`src/rtl/spi_bitrev_ctrl_if.sv`:
```
// Request/response handshake bundle between the CPU-side MMIO glue and the
// SPI bit-reverse controller. The master modport is the requester (MMIO glue
// or testbench); the slave modport is the controller itself.
interface spi_bitrev_ctrl_if;
    logic       req_valid;
    logic       req_ready;
    logic [7:0] req_data;
    logic       rsp_valid;
    logic       rsp_ready;
    logic [7:0] rsp_data;

    modport master (
        output req_valid,
        output req_data,
        output rsp_ready,
        input  req_ready,
        input  rsp_valid,
        input  rsp_data
    );

    modport slave (
        input  req_valid,
        input  req_data,
        input  rsp_ready,
        output req_ready,
        output rsp_valid,
        output rsp_data
    );
endinterface

```
`src/rtl/spi_bitrev_ctrl.sv`:
```
// SPI master that runs one bit-reverse transaction per accepted request:
// frames the byte with SS low, shifts it out MSB first, clocks the reply back
// in and hands it out on the response port. SCK, SS and MOSI are all driven
// straight from flops so the pins never glitch.
// Optional build macro SPI_BITREV_CHECK_EN adds chk_err / chk_err_sticky, which
// compare each reply against the bit-reverse of the request byte.
module spi_bitrev_ctrl #(
    parameter int DIV     = 2,
    parameter int GAP     = 2,
    parameter int TX_BITS = 8,
    parameter int RX_BITS = 8
) (
    input  logic             clock,
    input  logic             resetn,
    spi_bitrev_ctrl_if.slave bus,
    output logic             busy,
    output logic             sck,
    output logic             ss,
    output logic             mosi,
    input  logic             miso
`ifdef SPI_BITREV_CHECK_EN
    ,
    output logic             chk_err,
    output logic             chk_err_sticky
`endif
);

    localparam int TOTAL_BITS = TX_BITS + RX_BITS;
    localparam int CW         = 9;
    localparam int BW         = $clog2(TOTAL_BITS + 1);

    localparam logic [CW-1:0] DIV_C    = CW'(DIV);
    localparam logic [CW-1:0] DIV_M1   = CW'(DIV - 1);
    localparam logic [CW-1:0] PERIOD_M1 = CW'(2 * DIV - 1);
    localparam logic [CW-1:0] GAP_M1   = CW'(GAP - 1);
    localparam logic [BW-1:0] LAST_BIT = BW'(TOTAL_BITS - 1);
    localparam logic [BW-1:0] TX_LAST  = BW'(TX_BITS - 1);
    localparam logic [BW-1:0] TX_BITS_C = BW'(TX_BITS);
    localparam logic [7:0]    RX_MASK  = 8'((9'd1 << RX_BITS) - 9'd1);

    typedef enum logic [2:0] {
        ST_IDLE,
        ST_SETUP,
        ST_SHIFT,
        ST_HOLD,
        ST_GAP,
        ST_RESP
    } state_t;

    state_t          state_q, state_d;
    logic [CW-1:0]   div_cnt_q, div_cnt_d;
    logic [BW-1:0]   bit_cnt_q, bit_cnt_d;
    logic [7:0]      tx_sr_q, tx_sr_d;
    logic [7:0]      rx_sr_q, rx_sr_d;
    logic [7:0]      rsp_data_q, rsp_data_d;
    logic            mosi_q, mosi_d;
    logic            sck_q, sck_d;
    logic            ss_q, ss_d;
    logic            busy_q, busy_d;
    logic            req_ready_q, req_ready_d;
    logic            rsp_valid_q, rsp_valid_d;
    logic            gap_exit;

    // Next-state, counters and shift registers; pin values derive from the next state so they register cleanly
    always_comb begin
        state_d    = state_q;
        div_cnt_d  = div_cnt_q;
        bit_cnt_d  = bit_cnt_q;
        tx_sr_d    = tx_sr_q;
        rx_sr_d    = rx_sr_q;
        rsp_data_d = rsp_data_q;
        mosi_d     = mosi_q;
        gap_exit   = 1'b0;

        unique case (state_q)
            ST_IDLE: begin
                mosi_d = 1'b1;
                if (bus.req_valid && req_ready_q) begin
                    tx_sr_d   = bus.req_data;
                    rx_sr_d   = '0;
                    mosi_d    = bus.req_data[7];
                    div_cnt_d = '0;
                    bit_cnt_d = '0;
                    state_d   = ST_SETUP;
                end
            end

            ST_SETUP: begin
                mosi_d = tx_sr_q[7];
                if (div_cnt_q == DIV_M1) begin
                    div_cnt_d = '0;
                    state_d   = ST_SHIFT;
                end else begin
                    div_cnt_d = div_cnt_q + 1'b1;
                end
            end

            ST_SHIFT: begin
                if (div_cnt_q == DIV_M1) begin
                    if (bit_cnt_q < TX_LAST) begin
                        tx_sr_d = {tx_sr_q[6:0], 1'b0};
                        mosi_d  = tx_sr_q[6];
                    end else if (bit_cnt_q == TX_LAST) begin
                        mosi_d = 1'b1;
                    end
                    if (bit_cnt_q >= TX_BITS_C) begin
                        rx_sr_d = {rx_sr_q[6:0], miso};
                    end
                end
                if (div_cnt_q == PERIOD_M1) begin
                    div_cnt_d = '0;
                    if (bit_cnt_q == LAST_BIT) begin
                        bit_cnt_d = '0;
                        state_d   = ST_HOLD;
                    end else begin
                        bit_cnt_d = bit_cnt_q + 1'b1;
                    end
                end else begin
                    div_cnt_d = div_cnt_q + 1'b1;
                end
            end

            ST_HOLD: begin
                if (div_cnt_q == DIV_M1) begin
                    div_cnt_d = '0;
                    state_d   = ST_GAP;
                end else begin
                    div_cnt_d = div_cnt_q + 1'b1;
                end
            end

            ST_GAP: begin
                if (div_cnt_q == GAP_M1) begin
                    div_cnt_d  = '0;
                    rsp_data_d = rx_sr_q & RX_MASK;
                    gap_exit   = 1'b1;
                    state_d    = ST_RESP;
                end else begin
                    div_cnt_d = div_cnt_q + 1'b1;
                end
            end

            ST_RESP: begin
                if (rsp_valid_q && bus.rsp_ready) begin
                    state_d = ST_IDLE;
                end
            end

            default: begin
                state_d = ST_IDLE;
            end
        endcase

        sck_d       = (state_d == ST_SHIFT) && (div_cnt_d < DIV_C);
        ss_d        = !((state_d == ST_SETUP) || (state_d == ST_SHIFT) || (state_d == ST_HOLD));
        busy_d      = (state_d == ST_SETUP) || (state_d == ST_SHIFT) ||
                      (state_d == ST_HOLD)  || (state_d == ST_GAP);
        req_ready_d = (state_d == ST_IDLE);
        rsp_valid_d = (state_d == ST_RESP);
    end

    // State and output registers; reset drops any frame in flight and parks the pins idle
    always_ff @(posedge clock) begin
        if (!resetn) begin
            state_q     <= ST_IDLE;
            div_cnt_q   <= '0;
            bit_cnt_q   <= '0;
            tx_sr_q     <= '0;
            rx_sr_q     <= '0;
            rsp_data_q  <= '0;
            mosi_q      <= 1'b1;
            sck_q       <= 1'b0;
            ss_q        <= 1'b1;
            busy_q      <= 1'b0;
            req_ready_q <= 1'b0;
            rsp_valid_q <= 1'b0;
        end else begin
            state_q     <= state_d;
            div_cnt_q   <= div_cnt_d;
            bit_cnt_q   <= bit_cnt_d;
            tx_sr_q     <= tx_sr_d;
            rx_sr_q     <= rx_sr_d;
            rsp_data_q  <= rsp_data_d;
            mosi_q      <= mosi_d;
            sck_q       <= sck_d;
            ss_q        <= ss_d;
            busy_q      <= busy_d;
            req_ready_q <= req_ready_d;
            rsp_valid_q <= rsp_valid_d;
        end
    end

    assign bus.req_ready = req_ready_q;
    assign bus.rsp_valid = rsp_valid_q;
    assign bus.rsp_data  = rsp_data_q;
    assign busy          = busy_q;
    assign sck           = sck_q;
    assign ss            = ss_q;
    assign mosi          = mosi_q;

`ifdef SPI_BITREV_CHECK_EN
    logic [7:0] req_byte_q, req_byte_d;
    logic       chk_err_q, chk_err_d;
    logic       chk_sticky_q, chk_sticky_d;

    function automatic logic [7:0] bitrev8(input logic [7:0] v);
        logic [7:0] r;
        for (int i = 0; i < 8; i++) begin
            r[i] = v[7 - i];
        end
        return r;
    endfunction

    // Remember the request byte and grade the reply against its reverse when the reply is published
    always_comb begin
        req_byte_d   = req_byte_q;
        chk_err_d    = chk_err_q;
        chk_sticky_d = chk_sticky_q;
        if ((state_q == ST_IDLE) && bus.req_valid && req_ready_q) begin
            req_byte_d = bus.req_data;
        end
        if (gap_exit) begin
            chk_err_d    = (rsp_data_d != bitrev8(req_byte_q));
            chk_sticky_d = chk_sticky_q | chk_err_d;
        end
    end

    // Checker registers; the sticky flag only clears on reset
    always_ff @(posedge clock) begin
        if (!resetn) begin
            req_byte_q   <= '0;
            chk_err_q    <= 1'b0;
            chk_sticky_q <= 1'b0;
        end else begin
            req_byte_q   <= req_byte_d;
            chk_err_q    <= chk_err_d;
            chk_sticky_q <= chk_sticky_d;
        end
    end

    assign chk_err        = chk_err_q;
    assign chk_err_sticky = chk_sticky_q;
`endif

endmodule

```
`src/flat_wrapper.sv`:
```
// flat-port wrapper written by rule: the top's interface ports become plain ports
module spi_bitrev_ctrl_flat 
#(
    parameter int DIV     = 2,
    parameter int GAP     = 2,
    parameter int TX_BITS = 8,
    parameter int RX_BITS = 8
)
  (clock, resetn, busy, sck, ss, mosi, miso, bus_req_valid, bus_req_data, bus_rsp_ready, bus_req_ready, bus_rsp_valid, bus_rsp_data);
  spi_bitrev_ctrl_if bus_i ();
  input  logic clock;
  input  logic resetn;
  output logic busy;
  output logic sck;
  output logic ss;
  output logic mosi;
  input  logic miso;
  input wire logic [$bits(bus_i.req_valid)-1:0] bus_req_valid;
  input wire logic [$bits(bus_i.req_data)-1:0] bus_req_data;
  input wire logic [$bits(bus_i.rsp_ready)-1:0] bus_rsp_ready;
  output wire logic [$bits(bus_i.req_ready)-1:0] bus_req_ready;
  output wire logic [$bits(bus_i.rsp_valid)-1:0] bus_rsp_valid;
  output wire logic [$bits(bus_i.rsp_data)-1:0] bus_rsp_data;
  assign bus_i.req_valid = bus_req_valid;
  assign bus_i.req_data = bus_req_data;
  assign bus_i.rsp_ready = bus_rsp_ready;
  assign bus_req_ready = bus_i.req_ready;
  assign bus_rsp_valid = bus_i.rsp_valid;
  assign bus_rsp_data = bus_i.rsp_data;
  spi_bitrev_ctrl #(.DIV(DIV), .GAP(GAP), .TX_BITS(TX_BITS), .RX_BITS(RX_BITS)) u_core (.clock(clock), .resetn(resetn), .bus(bus_i), .busy(busy), .sck(sck), .ss(ss), .mosi(mosi), .miso(miso));
endmodule
```
`config.mk`:
```
export PLATFORM = sky130hd
export DESIGN_NAME = spi_bitrev_ctrl_flat
export DESIGN_NICKNAME = d
export VERILOG_FILES = /design/src/rtl/spi_bitrev_ctrl_if.sv /design/src/rtl/spi_bitrev_ctrl.sv /design/src/flat_wrapper.sv
export SDC_FILE = /design/constraint.sdc
export NUM_CORES = 1
export LEC_CHECK = 0
export CORE_MARGIN = 2
export CORE_UTILIZATION = 56
export CTS_CLUSTER_DIAMETER = 120
export DETAILED_ROUTE_END_ITERATION = 6
export PLACE_DENSITY_LB_ADDON = 0.08
export SETUP_SLACK_MARGIN = 0.4
export SYNTH_ARGS = -nofsm -noshare
export SYNTH_HDL_FRONTEND = slang
export SYNTH_SLANG_ARGS = --single-unit
```
`constraint.sdc`:
```
create_clock -name clock -period 2.1 [get_ports clock]
set_input_delay 0.42 -clock clock [delete_from_list [all_inputs] [get_ports clock]]
set_output_delay 0.42 -clock clock [all_outputs]
set_load 0.1 [all_outputs]
```
==> results of run 1 <==
-- state kept, by name, summed over array words and instances, names as in the netlist, 3 cells and up --
signal               count
u_core.state_q           3
u_core.div_cnt_q         9
u_core.bit_cnt_q         5
u_core.bus.rsp_data      8
u_core.rx_sr_q           8
u_core.tx_sr_q           8
-- power groups by stage --
stage / registers [mW] / logic (mW) / clock network (mW)
floorplan: 1.02 / 0.164 / 0
finish: 0.944 / 0.377 / 0.551
CTS: 0.944 / 0.331 / 0.569
global placement: 0.965 / 0.301 / 0
global route: 0.948 / 0.402 / 0.605
detailed placement: 0.965 / 0.305 / 0
-- synth_stat cells, drive strengths merged (4+ instances only) --
cell type / number
clkbuf: 7
mux2i: 17
nand3: 8
inv: 10
and2: 11
a311oi: 7
buf: 10
o21a: 5
a22oi: 5
nand2: 38
o21ai: 6
nor2b: 4
nand4: 6
ha: 4
dfxtp: 47
a21oi: 13
nor2: 41
nor3: 4
and3: 5
-- metrics by stage --
| stage | std cells | setup slack [ns] | hold slack, ns |
|---|---|---|---|
| 2_1_floorplan | 286 | 0.4030 | 0.4452 |
| 3_3_place_gp | 357 | 0.07099 | 0.4606 |
| 3_5_place_dp | 357 | 0.01651 | 0.4676 |
| 4_1_cts | 375 | 0.3909 | 0.4799 |
| 5_1_grt | 384 | 0.3211 | 0.5052 |
| 6_report | 384 | 0.3446 | 0.4862 |
-- final timing paths --
kind                                      end  slack (ns)
max                    u_core.busy$_SDFF_PN0_        0.34
min          u_core.bit_cnt_q[4]$_SDFFE_PN0P_        0.49
max reg2reg            u_core.busy$_SDFF_PN0_        0.34
min reg2reg  u_core.bit_cnt_q[4]$_SDFFE_PN0P_        0.49
-- cell type report --
cell class                 count  area (µm²)  share of cell area, %
clock inverter                 3       25.02                 0.7834
sequential                    47       985.9                  30.87
tap                           50       62.56                  1.958
inverter                      10       37.54                  1.175
multi-input combinational    212        1523                  47.67
clock buffer                   5       68.82                  2.154
timing repair buffer          57       491.7                  15.39
-- metal layers --
metal	GRT usage [%]	vias up	wire [µm]
met1	28.79	1090	2510
met5	0	-	0
met2	35.45	82	2784
li1	-	1108	-
met3	4.797	21	345
met4	8.333	0	179
-- critical path: stages (launching register included) --
cell,delay (ns)
dfxtp_4,0.45
buf_4,0.17
inv_1,0.08
o21ai_0,0.29
o31a_1,0.27
buf_4,0.16
nor2_2,0.04
a21bo_2,0.21
-- cells by family after synthesis --
group / count (synthesis) / synth area share, %
simple gates: 129 / 27.00
compound gates: 60 / 19.21
flops: 47 / 38.82
buf+inv: 27 / 5.162
mux: 17 / 7.021
fa+ha+maj: 4 / 2.065
xor+xnor: 2 / 0.7229
-- timing repair --
item,4_1_cts,5_1_grt
setup buffers,10,9
gates cloned,0,0
gates resized for setup,26,35
pin swaps,10,9
setup endpoints to repair,34,33
==> impl_metrics.env, run 1 <==
export IMPL_critPathLaunch="u_core.state_q[0]$_SDFF_PN0_"
export IMPL_io_pins=27
export IMPL_vias=2301
export IMPL_regToRegStartpoint="u_core.state_q[0]$_SDFF_PN0_"
export IMPL_synthFlopType="dfxtp_1"
export IMPL_layout_drive_gt1_share_pct=31.74
export IMPL_grt_pass1_vias=1971
export IMPL_p_int_mw=1.307
export IMPL_tns_ns=0
export IMPL_grt_usage_pct=21.99
export IMPL_ys_top_cells_by_area="dfxtp_1 (39%), mux2i_1 (7.0%), nor2_1 (6.4%), nand2_1 (5.9%), and2_1 (2.8%)"
export IMPL_drc_errors=0
export IMPL_pwr_share_seq_pct=50.4
export IMPL_portBuffers=26
export IMPL_cp_max_fo=9
export IMPL_fmax_mhz=569.7
export IMPL_leakage_nw=1.347
export IMPL_netlist_instances=286
export IMPL_setup_viol=0
export IMPL_yosysUniqueCellTypes=56
export IMPL_relSlewSlack_pct=73.86
export IMPL_p_sw_share_pct=30.18
export IMPL_start_util_pct=59.31
export IMPL_fin_crit_sh_pct=83.59
export IMPL_critical_path_required_ns=2.30
export IMPL_clock_root_buffer="clkbuf_8"
export IMPL_synth_nets=303
export IMPL_first_pass_iters=5
export IMPL_ys_seq_area_share_pct=38.82
export IMPL_worst_ep_arrival_time_ns=1.96
export IMPL_wire_per_inst_um=15.16
export IMPL_cellPowerDensity_nw_per_um2=586.0
export IMPL_grt_max_degree=17
export IMPL_final_nets=350
export IMPL_grt_ovfl_total=0
export IMPL_final_util_pct=78.17
export IMPL_clkTransAtPathRegs_ns=0.09
export IMPL_design_area_um2=3194
export IMPL_final_common_cell="nor2_1"
export IMPL_std_cell_rows=23
export IMPL_grt_pass1_wl_mm=8.804
export IMPL_worst_pin_slew_ns=0.3921
export IMPL_p_sw_uw=565.0
export IMPL_cts_max_level=2
export IMPL_antenna_left=0
export IMPL_clockBufferDepth=2
export IMPL_place_congestion=0.8649
export IMPL_synth_edff_count=0
export IMPL_synth_area_um2=2424
export IMPL_routed_wl_mm=5.820
export IMPL_cp_start_kind="register"
export IMPL_hpwl_mm=3.488
export IMPL_synth_area_leader_cell="dfxtp_1"
export IMPL_vias_per_cell=5.992
export IMPL_fp_dieW_um=69.79
export IMPL_die_h_um=69.79
export IMPL_slew_violations=0
export IMPL_ir_drop_mv=0.5159
export IMPL_diodes=0
export IMPL_run_status="finished, final reports clean"
export IMPL_layout_common_cells="nor2_1 (40), buf_4 (39), nand2_1 (35)"
export IMPL_critPathKind="reg2reg"
export IMPL_p_comb_share_pct=20.2
export IMPL_maxCapViolations=0
export IMPL_dr_first_iter_drc_count=235
export IMPL_synthDominantCellAreaShare_pct=38.82
export IMPL_hold_path_depth=2
export IMPL_ys_seq_elements=47
export IMPL_async_flop_share_pct=0
export IMPL_cts_made_buffers=5
export IMPL_syn_to_final_growth_pct=31.80
export IMPL_die_area_um2=4870
export IMPL_cts_tree="built"
export IMPL_syn_avg_cell_area_um2=8.474
export IMPL_ff2ff_path_depth=7
export IMPL_rsz0062_at_grt="yes"
export IMPL_hold_start="u_core.bit_cnt_q[4]$_SDFFE_PN0P_"
export IMPL_pwr_share_clk_pct=29.4
export IMPL_period_minus_slack_ns=1.755
export IMPL_design_core_area_um2=4086
export IMPL_finalPower_mw=1.872
export IMPL_yosys_warnings=0
export IMPL_antenna_found_initial=0
export IMPL_fill_cells=288
export IMPL_cts_sinks=47
export IMPL_placed_area_um2=2719
export IMPL_hold_violations=0
export IMPL_min_delay_path_class="reg2reg"
export IMPL_cts_hold_buf=0
export IMPL_critPathCaptureType="register"
export IMPL_finalClockSkew_ns=0.007275
export IMPL_clk_latency_ns=0.30
(Power assumes the default switching activity.)
==> inputs of run 2 (changes only) <==
CORE_UTILIZATION = 50   (was 56)
clock period = 1.56 ns   (was 2.1 ns; I/O delays follow)
==> impl_metrics.env, run 2 (same netlist as run 1, synthesis figures left out) <==
export IMPL_die_h_um=73.62
export IMPL_drc_errors=0
export IMPL_syn_to_final_growth_pct=51.83
export IMPL_violations="negative setup slack"
export IMPL_first_pass_iters=4
export IMPL_top_register="u_core.div_cnt_q"
export IMPL_hold_violations=0
export IMPL_regToRegStartpoint="u_core.div_cnt_q[6]$_SDFF_PN0_"
export IMPL_cp_start_kind="register"
export IMPL_relSlewSlack_pct=77.48
export IMPL_hold_path_end="u_core.tx_sr_q[1]$_SDFFE_PN0P_"
export IMPL_dr_first_iter_drc_count=180
export IMPL_grt_ovfl_total=0
export IMPL_critPathKind="reg2reg"
export IMPL_wire_per_inst_um=15.45
export IMPL_wl_met1_mm=2.811
export IMPL_fp_dieW_um=73.62
export IMPL_layout_common_cells="buf_4 (47), nor2_1 (38), nand2_1 (32)"
export IMPL_regToRegSetupSlack_ns=-0.19
export IMPL_cellPowerDensity_nw_per_um2=750.2
export IMPL_maxCapViolations=0
export IMPL_cp_max_fo=3
export IMPL_ir_drop_mv=0.4432
export IMPL_period_minus_slack_ns=1.751
export IMPL_clk_latency_ns=0.32
export IMPL_cts_made_buffers=5
export IMPL_hold_path_depth=2
export IMPL_tns_ns=-2.760
export IMPL_min_delay_path_class="reg2reg"
export IMPL_highest_layer="met4"
export IMPL_worst_pin_slew_ns=0.3378
export IMPL_layout_drive_gt1_share_pct=42.94
export IMPL_design_core_area_um2=4692
export IMPL_cts_max_level=2
export IMPL_slew_violations=0
export IMPL_wl_met3_um=269
export IMPL_antenna_left=0
export IMPL_grt_max_degree=26
export IMPL_clock_root_buffer="clkbuf_8"
export IMPL_portBuffers=26
export IMPL_hpwl_mm=4.094
export IMPL_std_cell_rows=25
export IMPL_finalClockSkew_ns=0.007558
export IMPL_cts_tree="built"
export IMPL_io_pins=27
export IMPL_grt_pass1_vias=2144
export IMPL_vias_per_cell=5.747
export IMPL_fin_crit_sh_pct=112.3
export IMPL_setup_viol=28
export IMPL_hold_start="u_core.tx_sr_q[0]$_SDFFE_PN0P_"
export IMPL_diodes=0
export IMPL_final_common_cell="buf_4"
export IMPL_clockBufferDepth=2
export IMPL_place_congestion=0.8574
export IMPL_routed_wl_mm=6.412
export IMPL_finalWorstSetupSlack_ns=-0.1914
export IMPL_cts_sinks=47
export IMPL_wl_met2_mm=3.202
export IMPL_hold_ws_ns=0.4852
export IMPL_critPathCaptureType="register"
export IMPL_clkTransAtPathRegs_ns=0.10
export IMPL_reg2reg_to="u_core.sck$_SDFF_PN0_"
export IMPL_start_util_pct=51.65
export IMPL_rsz0062_at_grt="yes"
export IMPL_fmax_mhz=571.0
export IMPL_die_area_um2=5420
export IMPL_leakage_nw=1.597
export IMPL_grt_pass1_wl_mm=10.10
export IMPL_placed_area_um2=3336
export IMPL_critical_path_required_ns=1.82
export IMPL_final_nets=377
export IMPL_antenna_found_initial=0
export IMPL_ff2ff_path_depth=6
export IMPL_run_status="complete, but fails checks"
export IMPL_grt_usage_pct=24.08
export IMPL_worst_ep_arrival_time_ns=2.01
export IMPL_vias=2385
export IMPL_design_area_um2=3680
export IMPL_largest_register_ffs=9
## run 2: cell types whose count changed in the layout (fill, tap and decap cells not counted), sizes merged
| cell | before | now |
|---|---|---|
| clkinv | 2 | 0 |
| inv | 10 | 13 |
| nand2 | 38 | 39 |
| clkinvlp | 1 | 0 |
| clkdlybuf4s50 | 11 | 12 |
| buf | 45 | 71 |
| dlymetal6s2s | 1 | 0 |
## run 2: worst max-delay path by stage
stage,from,endpoint,slack (ns),cells after the start
2_1_floorplan,u_core.div_cnt_q[6]$_SDFF_PN0_,u_core.rx_sr_q[0]$_SDFFE_PN0P_,-0.04,6
3_3_place_gp,bus_req_valid,u_core.busy$_SDFF_PN0_,-0.33,6
3_5_place_dp,bus_req_valid,u_core.busy$_SDFF_PN0_,-0.36,6
4_1_cts,u_core.div_cnt_q[8]$_SDFF_PN0_,u_core.busy$_SDFF_PN0_,-0.21,6
5_1_grt,u_core.state_q[0]$_SDFF_PN0_,u_core.busy$_SDFF_PN0_,-0.24,8
6_report,u_core.div_cnt_q[6]$_SDFF_PN0_,u_core.sck$_SDFF_PN0_,-0.19,6
## run 2: what timing repair did
item | 4_1_cts | 5_1_grt
hold buffers | 0 | 0
setup buffers | 5 | 6
gates cloned | 1 | 0
pin swaps | 15 | 8
setup endpoints to repair | 58 | 60
gates resized for setup | 15 | 23
## run 2: power by group
group          switching [mW]  internal [mW]  total, mW
clock                   0.499          0.345      0.844
combinational           0.336          0.306      0.642
sequential             0.0391           1.24       1.27
## run 2: worst max-delay path: stages (launching register included)
cell     delay, ns
dfxtp_4       0.37
buf_4         0.14
and4_1        0.22
a211o_2       0.33
o211a_1       0.15
o41ai_2       0.28
and4_1        0.21
## run 2: cell type report
class                   instances  area (µm²)
well taps                      54       67.56
flip-flops and latches         47       987.2
clock buffers                   5       68.82
inverters                      10       37.54
multi-input cells             213        1578
fillers                       314        1012
repair buffers                 83       909.6
clock inverters                 3       31.28
## run 2: per-layer routing
metal | up-vias | global-route usage (%)
li1 | 1163 | -
met1 | 1150 | 31.41
met2 | 58 | 38.39
met3 | 14 | 4.664
met4 | 0 | 10.91
met5 | - | 0
## run 2: stage by stage
stage,std cells,utilization [%],power [mW],worst slack (ns)
2_1_floorplan,286,-,1.645,-0.04040
3_3_place_gp,395,71.09,1.845,-0.3335
3_5_place_dp,395,71.09,1.857,-0.3603
4_1_cts,409,75.44,2.728,-0.2067
5_1_grt,415,78.43,2.864,-0.2436
6_report,415,78.43,2.761,-0.1914
